===== config.mk =====
export PLATFORM = sky130hd
export DESIGN_NAME = tx_uart_fifo
export DESIGN_NICKNAME = d
export VERILOG_FILES = /design/src/rtl/tx_uart_fifo.sv
export SDC_FILE = /design/constraint.sdc
export NUM_CORES = 1
export LEC_CHECK = 0
export BUFFER_PORTS_ARGS = -buffer_cell sky130_fd_sc_hd__buf_2
export CAP_MARGIN = 5
export CORE_MARGIN = 2
export CORE_UTILIZATION = 30
export CTS_CLUSTER_SIZE = 30
export DETAILED_ROUTE_END_ITERATION = 6
export PLACE_DENSITY = 0.57
export REMOVE_ABC_BUFFERS = 1
export SYNTH_ARGS = -nofsm -noshare
export SYNTH_HDL_FRONTEND = slang
export SYNTH_SLANG_ARGS = --single-unit

===== constraint.sdc =====
create_clock -name i_clk -period 4.74 [get_ports i_clk]
set_input_delay 0.711 -clock i_clk [delete_from_list [all_inputs] [get_ports i_clk]]
set_output_delay 0.711 -clock i_clk [all_outputs]
set_load 0.005 [all_outputs]

===== src/rtl/tx_uart_fifo.sv =====
// UART transmitter with a small write FIFO, runtime parity (none/even/odd)
// and 1/2 stop bits, paced by an external oversampling tick.
module tx_uart_fifo #(
  parameter int DATA_BITS  = 8,
  parameter int N_TICKS    = 16,
  parameter int FIFO_DEPTH = 4,
  parameter int CNT_W      = $clog2(FIFO_DEPTH) + 1
) (
  input  logic                 i_clk,
  input  logic                 i_reset,
  input  logic                 i_ticks,
  input  logic                 i_wr,
  input  logic [DATA_BITS-1:0] i_data_in,
  input  logic                 i_parity_en,
  input  logic                 i_parity_odd,
  input  logic                 i_stop2,
  output logic                 o_data_out,
  output logic                 o_tx_done,
  output logic                 o_busy,
  output logic                 o_full,
  output logic                 o_empty,
  output logic [CNT_W-1:0]     o_count,
  output logic                 o_overflow
);
  localparam int PTR_W  = $clog2(FIFO_DEPTH);
  localparam int TICK_W = (N_TICKS > 1) ? $clog2(N_TICKS) : 1;
  localparam int BIT_W  = $clog2(DATA_BITS);

  typedef enum logic [2:0] {IDLE, START, DATA, PARITY, STOP} state_t;

  typedef struct packed {
    logic [DATA_BITS-1:0] shift;
    logic                 par_en;
    logic                 par_bit;
    logic                 stop2;
  } frame_t;

  logic [DATA_BITS-1:0] r_mem [FIFO_DEPTH];
  logic [PTR_W-1:0]     r_wptr, r_rptr;
  logic [CNT_W-1:0]     r_count;
  logic                 r_overflow;

  state_t               r_state;
  frame_t               r_frame;
  logic [TICK_W-1:0]    r_tick;
  logic [BIT_W-1:0]     r_bit;
  logic                 r_stop_2nd;
  logic                 r_data_out;
  logic                 r_tx_done;

  logic                 w_full, w_empty, w_push, w_pop, w_bit_end;
  logic [DATA_BITS-1:0] w_head;

  // Full is taken from the registered count, so a write while full is
  // dropped even if the FSM pops in the same cycle.
  assign w_full    = (r_count == CNT_W'(FIFO_DEPTH));
  assign w_empty   = (r_count == '0);
  assign w_push    = i_wr && !w_full;
  assign w_pop     = (r_state == IDLE) && !w_empty;
  assign w_head    = r_mem[r_rptr];
  assign w_bit_end = i_ticks && (r_tick == TICK_W'(N_TICKS - 1));

  always_ff @(posedge i_clk) begin
    if (w_push) r_mem[r_wptr] <= i_data_in;
  end

  always_ff @(posedge i_clk or negedge i_reset) begin
    if (!i_reset) begin
      r_wptr     <= '0;
      r_rptr     <= '0;
      r_count    <= '0;
      r_overflow <= 1'b0;
    end else begin
      r_overflow <= i_wr && w_full;
      if (w_push) r_wptr <= r_wptr + 1'b1;
      if (w_pop)  r_rptr <= r_rptr + 1'b1;
      case ({w_push, w_pop})
        2'b10:   r_count <= r_count + 1'b1;
        2'b01:   r_count <= r_count - 1'b1;
        default: r_count <= r_count;
      endcase
    end
  end

  always_ff @(posedge i_clk or negedge i_reset) begin
    if (!i_reset) begin
      r_state    <= IDLE;
      r_frame    <= '0;
      r_tick     <= '0;
      r_bit      <= '0;
      r_stop_2nd <= 1'b0;
      r_data_out <= 1'b1;
      r_tx_done  <= 1'b0;
    end else begin
      r_tx_done <= 1'b0;
      if (r_state == IDLE) begin
        if (!w_empty) begin
          // Parity is resolved at pop time so later config changes cannot leak in.
          r_frame    <= '{shift: w_head, par_en: i_parity_en,
                          par_bit: (^w_head) ^ i_parity_odd, stop2: i_stop2};
          r_tick     <= '0;
          r_bit      <= '0;
          r_stop_2nd <= 1'b0;
          r_data_out <= 1'b0;
          r_state    <= START;
        end
      end else if (i_ticks) begin
        if (!w_bit_end) begin
          r_tick <= r_tick + 1'b1;
        end else begin
          r_tick <= '0;
          case (r_state)
            START: begin
              r_state    <= DATA;
              r_data_out <= r_frame.shift[0];
            end
            DATA: begin
              if (r_bit == BIT_W'(DATA_BITS - 1)) begin
                if (r_frame.par_en) begin
                  r_state    <= PARITY;
                  r_data_out <= r_frame.par_bit;
                end else begin
                  r_state    <= STOP;
                  r_data_out <= 1'b1;
                end
              end else begin
                r_bit         <= r_bit + 1'b1;
                r_frame.shift <= r_frame.shift >> 1;
                r_data_out    <= r_frame.shift[1];
              end
            end
            PARITY: begin
              r_state    <= STOP;
              r_data_out <= 1'b1;
            end
            STOP: begin
              if (r_frame.stop2 && !r_stop_2nd) begin
                r_stop_2nd <= 1'b1;
              end else begin
                r_state   <= IDLE;
                r_tx_done <= 1'b1;
              end
            end
            default: r_state <= IDLE;
          endcase
        end
      end
    end
  end

  assign o_data_out = r_data_out;
  assign o_tx_done  = r_tx_done;
  assign o_busy     = (r_state != IDLE);
  assign o_full     = w_full;
  assign o_empty    = w_empty;
  assign o_count    = r_count;
  assign o_overflow = r_overflow;
endmodule


==> reports/metrics.yaml <==
status: "finished, final reports clean"
start_util: 0.308
fillers: 908
crit_type: "register to register"
clock_latency_ns: 0.34
min_period_over_period: 0.673
cp-end-kind: "register"
ys_seq_area_frac: 0.620
final_max_slew_viol_count: 0
wire_per_inst_um: 13.9
clock_tree.buffer_depth: 2
fin_skew_ns: 0.0104
max_stage_delay_ns: 0.67
synthAdderAreaFrac: 0.0422
die_area_um2: 10300
grt_first_pass_wirelength_um: 8560
cts_max_level: 3
rows: 35
hpwl_um: 3480
cts_resized: 0
drt-vias-per-instance: 4.59
ys_ff_latch: 64
synth_top_flop_cell: "edfxtp_1"
fin_tns_setup_ns: 0
p_int_mw: 1.35
drv_cap: 0
drc_errors: 0
busiest_layer: "met2"
reg2reg_depth: 9
hp-class: "input port to async pin"
synth.area.mux_share: 0.0844
synth_edf_count: 32
async_flop_share: 0.500
cts_tree: "built"
syn_area_um2: 2850
ctsHoldBuffers: 0
root_buffer: "clkbuf_8"
start_kind: "register"
clkPwrFrac: 0.238
cpLargestDelayFamily: "simple AND/OR/NAND/NOR gates"
rsz0062_at_grt: "false"
antenna_found_initial: 0
drive_gt1_frac: 0.219
worst_slack_ns: 1.55
switching_share: 0.323
drtPass1Iterations: 4
setup_violations: 0
io_pins: 24
crit_chain: "nor3_1, inv_2, nor2_2, ha_1, inv_1, fa_1, xor2_1, nor2_1, xor2_1"
holdWs_ns: 0.422
antenna_cells: 0
die_y_um: 101
drt-initial-drc-count: 45
tritoncts.num_buffers: 9
timing.fmax_mhz: 313
ir_drop_mv: 0.226
multi_input_area_um2: 1000
powerDensity_nw_per_um2: 610
ant_nets: 0
clkTransAtPathRegs_ns: 0.08
nets: 256
pwr-share-comb: 0.308
synthToLayoutAreaGrowth_pct: 15.3
synth_area_per_cell_um2: 13.8
grt_overflow: 0
critPathRequiredTime_ns: 5.00
synth-simple-area-share: 0.0752
tightest_slew_ns: 1.09
cts_setup_buffers: 0
port_buffers: 23
ys_types: 45
synth_compound_area_frac: 0.102
regArea_um2: 1760
ys.warnings.count: 0
globalRouteMet2Util: 0.173
cp.arrival_ns: 3.45
switching_power_uw: 646
vias: 1679
wl_um: 5090
dp_slack_ns: 1.56
relSlewSlack: 0.267
period_minus_slack_ns: 3.19
hold_viol_final: 0
p_leak_nw: 1.35
met3_usage: 0.0455
synth_top_family_by_area: "compound AO/OA/AOI/OAI gates"
cpMostUsedCell: "xor2_1"
grt_max_degree: 33
worstSetupPathDepth: 9
syn_inst: 206
grt_use_total: 0.112
worst_path_max_delay_cell: "nor3_1"
gp_congestion: 0.792
crit_fanout: 15
crit_buf_inv: 2
clock-sinks: 64
synth-xor-area-share: 0.0475
core_area_um2: 9240
seqPwrFrac: 0.453
gr-usage-met1: 0.142
grt_pass1_vias: 1671
die_x_um: 101
## path summary, 6_finish.rpt
kind	start	endpoint	slack, ns
setup reg to reg	r_state[2]$_DFFE_PN0P_	o_count[2]$_DFFE_PN0P_	1.55
max in group asynchronous	i_reset	o_count[1]$_DFFE_PN0P_	3.85
setup / recovery	r_state[2]$_DFFE_PN0P_	o_count[2]$_DFFE_PN0P_	1.55
hold / removal	i_reset	r_tick[2]$_DFFE_PN0P_	0.42
min in group i_clk	r_frame[0]$_DFFE_PN0P_	o_tx_done$_DFF_PN0_	0.47
hold reg to reg	r_frame[0]$_DFFE_PN0P_	o_tx_done$_DFF_PN0_	0.47
## Yosys cell counts (all sizes together), types with 2 or more instances
library cell | instances | share of area
nor2 | 11 | 0.015
o31ai | 4 | 0.011
a21oi | 4 | 0.0070
mux2 | 4 | 0.016
nor3 | 2 | 0.0035
xor2 | 4 | 0.012
o21ai | 15 | 0.026
mux4 | 8 | 0.069
dfrtp | 31 | 0.27
a22oi | 6 | 0.016
nand2 | 19 | 0.025
buf | 3 | 0.0084
a21o | 4 | 0.011
o22ai | 2 | 0.0044
and3 | 5 | 0.011
edfxtp | 32 | 0.34
xnor2 | 8 | 0.027
ha | 8 | 0.035
a22o | 5 | 0.016
nand3 | 2 | 0.0035
clkbuf | 5 | 0.0070
inv | 10 | 0.013
## routing by layer
layer	wire length [µm]	vias to the layer above	part of all wire
met4	67	0	0.013
met5	0	-	0
met2	2510	29	0.49
met1	2290	826	0.45
met3	221	6	0.043
li1	-	818	-
## area by class of cell
type / count / area share
clock buffer: 9 / 0.0377
timing repair buffer: 23 / 0.0351
multi-input combinational: 124 / 0.305
inverter: 10 / 0.0114
tap: 129 / 0.0492
clock inverter: 7 / 0.0244
sequential: 64 / 0.537
## worst reg2reg max path, cell delays in order, from the launching register on
cell and delay, ns:
dfrtp_1 0.49, nor3_1 0.67, inv_2 0.24, nor2_2 0.59, ha_1 0.30, inv_1 0.06, fa_1 0.37, xor2_1 0.15
nor2_1 0.11, xor2_1 0.14
## stage by stage
stage	power, mW	cell area (µm²)	cells	util
after detailed placement	1.55	3080	350	0.333
after global placement	1.54	3080	350	0.333
after CTS	2.03	3280	366	0.355
after floorplan	1.37	2800	198	-
final	2.00	3280	366	0.355
after global routing	2.15	3280	366	0.355
## placed cells by master (no fill, tap or decap), types with 5 or more instances in the layout
cell type,instances
a22oi_1,6
and3_1,5
buf_2,23
clkbuf_8,9
dfrtp_1,31
edfxtp_1,32
ha_1,8
inv_1,9
nand2_1,19
nor2_1,10
o21ai_0,13
xnor2_1,7
## state kept, by name, indices dropped and copies added (netlist names)
name and cells:
o_count 3, o_data_out 1, o_overflow 1, o_tx_done 1, r_bit 3, r_frame 11, r_mem 32, r_rptr 2
r_state 3, r_stop_2nd 1, r_tick 4, r_wptr 2
## cells by family (layout without fill, tap and decap cells)
logic type	after synthesis	count (layout)
XOR/XNOR	13	13
flip-flops	64	64
AND/OR/NAND/NOR	46	46
AO/OA/AOI/OAI	44	44
multiplexers	12	12
buffers and inverters	18	49
adder cells (fa/ha/maj)	9	9
## power groups by stage
stage               registers, mW  logic (mW)  clock network, mW
floorplan                   0.877       0.495                  0
global placement            0.916       0.622                  0
detailed placement          0.922       0.631                  0
CTS                         0.910       0.632              0.492
global route                0.935       0.698              0.522
finish                      0.907       0.617              0.477
Note: power is estimated with default switching activity, not from simulation.
